## src/rtl/md5_pkg.sv

```systemverilog
// Shared MD5 types, constants and the single-step round function.
package md5_pkg;

  typedef logic [31:0]   word_t;
  typedef logic [127:0]  digest_t;
  typedef word_t [15:0]  block_t;

  localparam word_t IV_A = 32'h67452301;
  localparam word_t IV_B = 32'hefcdab89;
  localparam word_t IV_C = 32'h98badcfe;
  localparam word_t IV_D = 32'h10325476;

  localparam word_t K_TAB [64] = '{
    32'hd76aa478, 32'he8c7b756, 32'h242070db, 32'hc1bdceee,
    32'hf57c0faf, 32'h4787c62a, 32'ha8304613, 32'hfd469501,
    32'h698098d8, 32'h8b44f7af, 32'hffff5bb1, 32'h895cd7be,
    32'h6b901122, 32'hfd987193, 32'ha679438e, 32'h49b40821,
    32'hf61e2562, 32'hc040b340, 32'h265e5a51, 32'he9b6c7aa,
    32'hd62f105d, 32'h02441453, 32'hd8a1e681, 32'he7d3fbc8,
    32'h21e1cde6, 32'hc33707d6, 32'hf4d50d87, 32'h455a14ed,
    32'ha9e3e905, 32'hfcefa3f8, 32'h676f02d9, 32'h8d2a4c8a,
    32'hfffa3942, 32'h8771f681, 32'h6d9d6122, 32'hfde5380c,
    32'ha4beea44, 32'h4bdecfa9, 32'hf6bb4b60, 32'hbebfbc70,
    32'h289b7ec6, 32'heaa127fa, 32'hd4ef3085, 32'h04881d05,
    32'hd9d4d039, 32'he6db99e5, 32'h1fa27cf8, 32'hc4ac5665,
    32'hf4292244, 32'h432aff97, 32'hab9423a7, 32'hfc93a039,
    32'h655b59c3, 32'h8f0ccc92, 32'hffeff47d, 32'h85845dd1,
    32'h6fa87e4f, 32'hfe2ce6e0, 32'ha3014314, 32'h4e0811a1,
    32'hf7537e82, 32'hbd3af235, 32'h2ad7d2bb, 32'heb86d391
  };

  localparam logic [4:0] S_TAB [64] = '{
    5'd7, 5'd12, 5'd17, 5'd22, 5'd7, 5'd12, 5'd17, 5'd22,
    5'd7, 5'd12, 5'd17, 5'd22, 5'd7, 5'd12, 5'd17, 5'd22,
    5'd5, 5'd9,  5'd14, 5'd20, 5'd5, 5'd9,  5'd14, 5'd20,
    5'd5, 5'd9,  5'd14, 5'd20, 5'd5, 5'd9,  5'd14, 5'd20,
    5'd4, 5'd11, 5'd16, 5'd23, 5'd4, 5'd11, 5'd16, 5'd23,
    5'd4, 5'd11, 5'd16, 5'd23, 5'd4, 5'd11, 5'd16, 5'd23,
    5'd6, 5'd10, 5'd15, 5'd21, 5'd6, 5'd10, 5'd15, 5'd21,
    5'd6, 5'd10, 5'd15, 5'd21, 5'd6, 5'd10, 5'd15, 5'd21
  };

  // Message word used by step i.
  function automatic logic [3:0] msg_index(input logic [5:0] i);
    case (i[5:4])
      2'd0:    return i[3:0];
      2'd1:    return 4'(i[3:0] * 4'd5 + 4'd1);
      2'd2:    return 4'(i[3:0] * 4'd3 + 4'd5);
      default: return 4'(i[3:0] * 4'd7);
    endcase
  endfunction

  // One MD5 step; returns the new B (A, C, D simply rotate).
  function automatic word_t md5_step(input word_t a, input word_t b, input word_t c,
                                     input word_t d, input word_t m, input logic [5:0] i);
    word_t f;
    word_t t;
    case (i[5:4])
      2'd0:    f = (b & c) | (~b & d);
      2'd1:    f = (d & b) | (~d & c);
      2'd2:    f = b ^ c ^ d;
      default: f = c ^ (b | ~d);
    endcase
    t = a + f + K_TAB[i] + m;
    return b + ((t << S_TAB[i]) | (t >> (6'd32 - {1'b0, S_TAB[i]})));
  endfunction

  // Little-endian word to big-endian byte order.
  function automatic word_t bswap(input word_t w);
    return {w[7:0], w[15:8], w[23:16], w[31:24]};
  endfunction

endpackage

```

## src/rtl/md5_padder.sv

```systemverilog
// Combinational MD5 single-block padding of a short message.
module md5_padder
  import md5_pkg::*;
#(
  parameter int unsigned MAX_MSG_LENGTH = 56
) (
  input  logic [8*MAX_MSG_LENGTH-1:0] msg_data,
  input  logic [5:0]                  msg_length,
  output block_t                      block,
  output logic                        length_error
);

  logic [7:0] pad_bytes [64];

  // Data bytes, 0x80 terminator, zero fill, then bit length in bytes 56..63.
  always_comb begin
    for (int b = 0; b < 64; b++) pad_bytes[b] = 8'h00;
    for (int b = 0; b < 56; b++) begin
      if (6'(b) < msg_length) pad_bytes[b] = msg_data[8*b +: 8];
    end
    for (int b = 0; b < 56; b++) begin
      if (6'(b) == msg_length) pad_bytes[b] = 8'h80;
    end
    pad_bytes[56] = {msg_length[4:0], 3'b000};
    pad_bytes[57] = {7'b0000000, msg_length[5]};
    for (int j = 0; j < 16; j++) begin
      block[j] = {pad_bytes[4*j+3], pad_bytes[4*j+2], pad_bytes[4*j+1], pad_bytes[4*j]};
    end
  end

  assign length_error = (msg_length > 6'd55);

endmodule

```

## src/rtl/md5_block_hasher.sv

```systemverilog
// Iterative single-block MD5 hasher with leading-zero-nibble hit flag.
// Optional MD5_TWO_STEPS_PER_CYCLE_EN: two MD5 steps per ROUND cycle.
module md5_block_hasher
  import md5_pkg::*;
#(
  parameter int unsigned MAX_MSG_LENGTH = 56,
  parameter int unsigned ZERO_NIBBLES   = 5
) (
  input  logic                        clk,
  input  logic                        reset_n,
  input  logic                        msg_valid,
  output logic                        msg_ready,
  input  logic [5:0]                  msg_length,
  input  logic [8*MAX_MSG_LENGTH-1:0] msg_data,
  output logic                        digest_valid,
  input  logic                        digest_ready,
  output digest_t                     digest,
  output logic                        digest_hit,
  output logic                        length_error
);

  localparam int unsigned HIT_BITS = ZERO_NIBBLES * 4;
`ifdef MD5_TWO_STEPS_PER_CYCLE_EN
  localparam logic [5:0] LAST_STEP = 6'd62;
  localparam logic [5:0] STEP_INC  = 6'd2;
`else
  localparam logic [5:0] LAST_STEP = 6'd63;
  localparam logic [5:0] STEP_INC  = 6'd1;
`endif

  typedef enum logic [1:0] {IDLE, ROUND, FINAL, DONE} state_t;

  state_t     state, state_nxt;
  block_t     blk, blk_nxt;
  word_t      a, b, c, d;
  word_t      a_nxt, b_nxt, c_nxt, d_nxt;
  logic [5:0] step, step_nxt;
  digest_t    digest_nxt, fin_digest;
  logic       hit_nxt, err_nxt, valid_nxt, ready_nxt;
  block_t     pad_block;
  logic       pad_err;
  word_t      b1;
`ifdef MD5_TWO_STEPS_PER_CYCLE_EN
  word_t      b2;
`endif

  md5_padder #(.MAX_MSG_LENGTH(MAX_MSG_LENGTH)) u_padder (
    .msg_data     (msg_data),
    .msg_length   (msg_length),
    .block        (pad_block),
    .length_error (pad_err)
  );

  // Round datapath and final digest assembly.
  always_comb begin
    b1 = md5_step(a, b, c, d, blk[msg_index(step)], step);
`ifdef MD5_TWO_STEPS_PER_CYCLE_EN
    b2 = md5_step(d, b1, b, c, blk[msg_index(6'(step + 6'd1))], 6'(step + 6'd1));
`endif
    fin_digest = {bswap(a + IV_A), bswap(b + IV_B), bswap(c + IV_C), bswap(d + IV_D)};
  end

  // Next-state and registered-output logic.
  always_comb begin
    state_nxt  = state;
    blk_nxt    = blk;
    a_nxt      = a;
    b_nxt      = b;
    c_nxt      = c;
    d_nxt      = d;
    step_nxt   = step;
    digest_nxt = digest;
    hit_nxt    = digest_hit;
    err_nxt    = length_error;
    case (state)
      IDLE: begin
        if (msg_valid && msg_ready) begin
          blk_nxt  = pad_block;
          a_nxt    = IV_A;
          b_nxt    = IV_B;
          c_nxt    = IV_C;
          d_nxt    = IV_D;
          step_nxt = '0;
          err_nxt  = pad_err;
          if (pad_err) begin
            digest_nxt = '0;
            hit_nxt    = 1'b0;
            state_nxt  = DONE;
          end else begin
            state_nxt  = ROUND;
          end
        end
      end
      ROUND: begin
`ifdef MD5_TWO_STEPS_PER_CYCLE_EN
        a_nxt = c;
        b_nxt = b2;
        c_nxt = b1;
        d_nxt = b;
`else
        a_nxt = d;
        b_nxt = b1;
        c_nxt = b;
        d_nxt = c;
`endif
        step_nxt = 6'(step + STEP_INC);
        if (step == LAST_STEP) state_nxt = FINAL;
      end
      FINAL: begin
        digest_nxt = fin_digest;
        hit_nxt    = (fin_digest[127 -: HIT_BITS] == '0);
        state_nxt  = DONE;
      end
      DONE: begin
        if (digest_ready) state_nxt = IDLE;
      end
      default: state_nxt = IDLE;
    endcase
    valid_nxt = (state_nxt == DONE);
    ready_nxt = (state_nxt == IDLE);
  end

  // State and output registers with synchronous reset.
  always_ff @(posedge clk) begin
    if (!reset_n) begin
      state        <= IDLE;
      blk          <= '0;
      a            <= '0;
      b            <= '0;
      c            <= '0;
      d            <= '0;
      step         <= '0;
      digest       <= '0;
      digest_hit   <= 1'b0;
      length_error <= 1'b0;
      digest_valid <= 1'b0;
      msg_ready    <= 1'b1;
    end else begin
      state        <= state_nxt;
      blk          <= blk_nxt;
      a            <= a_nxt;
      b            <= b_nxt;
      c            <= c_nxt;
      d            <= d_nxt;
      step         <= step_nxt;
      digest       <= digest_nxt;
      digest_hit   <= hit_nxt;
      length_error <= err_nxt;
      digest_valid <= valid_nxt;
      msg_ready    <= ready_nxt;
    end
  end

endmodule

```

## config.mk

```make
export PLATFORM = sky130hd
export DESIGN_NAME = md5_block_hasher
export DESIGN_NICKNAME = d
export VERILOG_FILES = /design/src/rtl/md5_pkg.sv /design/src/rtl/md5_padder.sv /design/src/rtl/md5_block_hasher.sv
export SDC_FILE = /design/constraint.sdc
export NUM_CORES = 2
export LEC_CHECK = 0
export CAP_MARGIN = 20
export CORE_ASPECT_RATIO = 0.9
export CORE_MARGIN = 2
export CORE_UTILIZATION = 45
export CTS_BUF_LIST = sky130_fd_sc_hd__clkbuf_2
export DETAILED_ROUTE_END_ITERATION = 6
export PLACE_DENSITY = 0.75
export SETUP_SLACK_MARGIN = 0.1
export SYNTH_ARGS = -nofsm -noshare
export SYNTH_HDL_FRONTEND = slang
export SYNTH_SLANG_ARGS = --single-unit
```

## constraint.sdc

```tcl
create_clock -name clk -period 33.1 [get_ports clk]
set_input_delay 9.93 -clock clk [delete_from_list [all_inputs] [get_ports clk]]
set_output_delay 9.93 -clock clk [all_outputs]
set_load 0.01 [all_outputs]
```

# == Word-level counts from Yosys, hierarchy flattened ==
# Memory sizes are Yosys's and may differ from the RTL's.
# Cells that the tools add are included.
# W data, S select, Z words.
# totals
out_inout_bits,132
wordCells,334
regBits,722
inputBits,458
rom_bits,2368
n_memories,2
# classes
bitwise_logic,14
order_cmp,59
mul,3
shift,2
n_eq_ne,64
reduce_logical,11
n_addsub,12
muxes,141
# memory_table
memory,words,word_bits,rd,rd_ports_with_merged_regs,wr,line,source
(no name shown),64,32,1,0,0,md5_pkg.sv:64,t = a + f + K_TAB[i] + m;
(no name shown),64,5,1,0,0,md5_pkg.sv:65,"return b + ((t << S_TAB[i]) | (t >> (6'd32 - {1'b0, S_TAB[i]})));"
# ops
operator,count
$mux W8,112
$mux W128,2
$pmux W128 S2,1
$pmux W32 S2,4
$mux W32,7
$eq A6 B6 Y1 const A,24
$lt A6 B6 Y1 const A,24
$add A32 B32 Y32,4
$and A32 B32 Y32,4
$bmux W32 S4,1
$or A32 B32 Y32,4
$eq A5 B6 Y1 const A,16
$lt A5 B6 Y1 const A,16
$pmux W32 S3,1
$xor A32 B32 Y32,3
$add A32 B32 Y32 const B,2
$not A32 Y32,2
$eq A4 B6 Y1 const A,8
$lt A4 B6 Y1 const A,8
$add A32 B29 Y32 const B,1
$add A32 B31 Y32 const B,1
$shl A32 B5 Y32,1
$shr A32 B6 Y32,1
$eq A3 B6 Y1 const A,4
34 further kinds,55

# == Logic depth before layout (Yosys ltp) ==
# logic_depth
depth_word,11
mapped_depth,49
mapped_depth_nobuf,45

# == By module ==
# Synthesis repeated with hierarchy kept, for this count alone.
# hier_totals
cells_unflattened,6768
area_unflattened_um2,51075.2
# by_module_without_submodules
module,area_each_um2,n_inst,seq_area_each_um2,cells_each
md5_block_hasher,46597.2,1,15615.0,6047
md5_padder,4478.0,1,0.0,721

# == Worst setup path after synthesis ==
# OpenSTA, ideal clock, no wires.
# synth_path
path_kind,input to register
startpoint,input port msg_valid
endpoint,register blk[15] (netlist bit)
required_ps,32984
path_buffers,3
setup_slack_ps,21520
arrival_ps,11464
stages,7
setup_ps,116
cell_sequence,nand2_1 -> nor3_1 -> clkbuf_1 -> clkbuf_1 -> buf_1 -> nand3_1 -> o211a_1
# synth_via
elab_chain_cells,2
# synth_lines
item,line,source
start: declaration,md5_block_hasher.sv:11,"input logic msg_valid,"
$logic_and A1 B1 Y1,md5_block_hasher.sv:77,if (msg_valid && msg_ready) begin
$reduce_and A2 Y1 (no source line),n/a,
end signal: assignment,md5_block_hasher.sv:140,blk <= blk_nxt;
end: declaration,md5_block_hasher.sv:34,"block_t blk, blk_nxt;"
# Every way passes these cells.
# A chain may end at the register's enable or synchronous reset.

# == Worst setup path after layout ==
# layout_path
startpoint,register step[0]
endpoint,register b[31]
# layout_via
elab_chain_cells,10
word_cells_on_any_way,23
classes_between,6 x add/sub; 3 x mul; 2 x shift; 8 x mux; 2 x bitwise; 2 x memory
# layout_lines
item,line,source
start: declaration,md5_block_hasher.sv:37,"logic [5:0] step, step_nxt;"
start signal: assignment,md5_block_hasher.sv:145,step <= step_nxt;
"$mul A4 B2 Y4, or another cell as far along",md5_pkg.sv:48,2'd2: return 4'(i[3:0] * 4'd3 + 4'd5);
"$add A4 B3 Y4, or another cell as far along",md5_pkg.sv:48,
$pmux W4 S3 / $mux W32 (equally long branches),"md5_pkg.sv:45, md5_pkg.sv:64",
$bmux W32 S4 / $mux W32 (equally long branches),"md5_block_hasher.sv:56, md5_pkg.sv:64",
$mux W32 (implied by the code) / $add A32 B32 Y32 (equally long branches),"md5_block_hasher.sv:56, md5_pkg.sv:64",
$add A32 B32 Y32,md5_pkg.sv:64,
$shr A32 B6 Y32 / $shl A32 B5 Y32 (equally long branches),md5_pkg.sv:65,
$or A32 B32 Y32 (*),md5_pkg.sv:65,
$add A32 B32 Y32 (*),md5_pkg.sv:65,
$pmux W32 S2 (*),md5_block_hasher.sv:75,case (state)
end signal: assignment,md5_block_hasher.sv:142,b <= b_nxt;
end: declaration,md5_block_hasher.sv:35,"word_t a, b, c, d;"
# Every way passes the cells marked *; elsewhere a longest branch is shown, timed or not. The select of a mux whose other input is x is not followed.

==> metrics.yaml <==
status: "finished with violations"
failed_checks: "design-rule violations"
drv_cap: 0
crit_top_cell: "o21ai_0"
synth_cell_types: 91
setup_viol: 0
slew_headroom_pct: 3.179
routed_wl_microns: 196100
wl_met3_microns: 22160
r2r_cells: 39
drtIter0Drc: 6419
clkTransAtPathRegs_ps: 100
clk_path_buf_depth: 3
ys_warn_count: 0
ant_nets: 0
placed_area_sq_um: 53220
hp-class: "reg2reg"
netlist_instances: 5903
clock_sinks: 722
crit_type: "reg2reg"
critPathCaptureType: "flop"
io_buffers: 589
rr_endpoint: "b[31]$_SDFFE_PN0P_"
synthArstFlopShare_pct: 0
fp.coreArea_sq_um: 103600
clk_latency_ps: 1610
gp_congestion: 0.9940
die_x_microns: 344.5
final_cell_mix: "718 x dfxtp_1, 639 x nand2_1, 586 x clkdlybuf4s50_1"
irDropWorstVdd_uv: 39.56
vias: 48510
cts_tree: "built"
holdPathStages: 2
io_pins: 590
drive_gt1_share_pct: 8.554
dieArea_sq_um: 106900
root_buffer: "clkbuf_2"
slowest_delay_ps: 840
post_cts_buffers: 0
wl_met1_microns: 73090
htree_levels: 4
synth_area_leaders: "dfxtp_1 31%, a22oi_1 6.7%, nor2b_1 5.6%"
drv_slew: 0
r2r-start: "step[0]$_SDFFE_PN0P_"
hold_path_end: "blk[25]$_SDFFE_PN0P_"
syn_area_per_cell_sq_um: 7.953
highest_layer: "met5"
critPathLaunchType: "flop"
grt_max_degree: 293
ff2ff_setup_slack_ps: 19200
drc: 1
period_minus_slack_ps: 13900
report.final.hold_viol_count: 0
viasPerCell: 6.269
worstMarginPinSlew_ps: 1452
dp_hpwl_microns: 144500
holdBufCountCts: 0
holdCritStartpoint: "blk[25]$_SDFFE_PN0P_"
syn_area_sq_um: 46950
grt_first_pass_wirelength_microns: 285300
yosys.area.top_type_share_pct: 30.79
p_leak_nw: 20.33
crit_start: "step[0]$_SDFFE_PN0P_"
path_max_fanout: 57
cpMaxStageDelayCell: "buf_4"
grt_usage_pct: 35.29
clock.fmax_mhz: 71.96
grt_pass1_vias: 45020
yosys_most_used_dff: "dfxtp_1"
design_area_sq_um: 54970
cts_buffers: 182
synth_fp_nets: 6531
postCtsResizedCells: 0
power_density_nw_per_um2: 61.88
dp.cells: 7399
yosysTopAreaCell: "dfxtp_1"
die_height_microns: 310.4
fp-row-count: 112
worstPathArrival_ps: 15250
dr_wl_met2_microns: 87670
crit_required_ps: 34450
initial_core_util_pct: 45.34
setup-tns-final_ps: 0
synth.ff_latch_count: 722
layout.cells.most_common: "dfxtp_1"
yosysSeqAreaShare_pct: 30.79
antenna_found_initial: 25
dr.pass1.iters: 7
fin_nets: 6844
overflow: 0
skew_ps: 160.0
fin_cells: 7739
routedWlPerCell_microns: 25.33
syn_to_final_growth_pct: 17.08
synth_edf_count: 0
rsz0062_at_grt: "no"
period_share_pct: 41.98
## power by group
part / total [W] / switching (W) / internal, W
clock network: 0.000632 / 0.000405 / 0.000226
registers: 0.00106 / 0.000126 / 0.000935
logic: 0.00171 / 0.00105 / 0.000655
## flip-flops by register name, indices dropped and copies added (netlist names)
signal and count:
blk 454, digest 128, a 32, b 32, c 32, d 32
step 6, state 2, digest_hit 1, digest_valid 1, length_error 1, msg_ready 1
## routing by layer
metal | vias up | track usage, %
li1 | 21790 | -
met1 | 23150 | 44.06
met2 | 2972 | 54.60
met3 | 586 | 9.036
met4 | 12 | 21.63
met5 | - | 0
## logic make-up after synthesis
| logic type | after synthesis | synth area share (%) |
|---|---|---|
| AOI/OAI and AO/OA | 1825 | 25.24 |
| xor gates and xnor gates | 207 | 3.987 |
| adders and majority gates | 170 | 5.618 |
| buffers and inverters | 714 | 5.794 |
| DFF | 722 | 30.79 |
| muxes | 216 | 7.603 |
| and+or+nand+nor | 2049 | 20.97 |
## Yosys cell counts (8+ instances only)
cell type / n
xnor2_1: 98
nand3_1: 254
or3_1: 15
xor2_1: 105
o311ai_0: 8
a31oi_1: 97
o21ai_0: 394
a211oi_1: 43
nand2_1: 641
o221ai_1: 16
o22ai_1: 21
a311oi_1: 9
or2_2: 13
a21oi_1: 384
a22oi_1: 420
nor2b_1: 417
mux2i_1: 90
ha_1: 102
nand2b_1: 24
and2_1: 94
nor3b_1: 19
mux4_2: 111
nor2_1: 373
nand4_1: 15
nor3_1: 136
a21o_1: 33
o21a_1: 23
dfxtp_1: 722
mux2_2: 15
buf_2: 14
a21boi_0: 164
o211a_1: 10
and3_1: 22
o211ai_1: 49
clkbuf_1: 457
inv_1: 170
buf_1: 64
o21bai_1: 9
fa_1: 68
o31ai_1: 33
a221oi_1: 29
nor4_1: 8
## area by class of cell
| type | instances | area (sq um) |
|---|---|---|
| antenna | 23 | 57.56 |
| clock buffer | 256 | 1281 |
| clock inverter | 60 | 384.1 |
| fill | 9595 | 48590 |
| inverter | 174 | 653.1 |
| multi-input combinational | 4467 | 29890 |
| sequential | 722 | 14470 |
| tap | 1368 | 1712 |
| timing repair buffer | 669 | 6524 |
## worst max-delay path: cells and delay by family (launching register included)
kind | cells | cell delay [ps]
mux | 2 | 1110
buf+inv | 7 | 2320
xor+xnor | 2 | 350
compound gates | 19 | 6010
simple gates | 4 | 1060
flops | 1 | 310
fa+ha+maj | 5 | 2490
## metrics by stage
step                util [%]  power [W]  worst slack, ps  hold WS (ps)
finish                 53.08   0.003401            19200         469.9
global route           53.06   0.003589            18650         491.4
CTS                    53.00   0.003347            19610         470.7
detailed placement     51.39   0.002724            18330         452.4
global placement       51.39   0.002706            18430         443.5
floorplan                  -   0.002196            21520         437.7
## worst max path at each step
stage                                  to  slack (ps)
floorplan            blk[15]$_SDFFE_PN0P_       21520
global placement    blk[176]$_SDFFE_PN0P_       18430
detailed placement  blk[182]$_SDFFE_PN0P_       18330
CTS                    b[31]$_SDFFE_PN0P_       19610
global route           b[31]$_SDFFE_PN0P_       18650
finish                 b[31]$_SDFFE_PN0P_       19200
(Power assumes the default switching activity.)
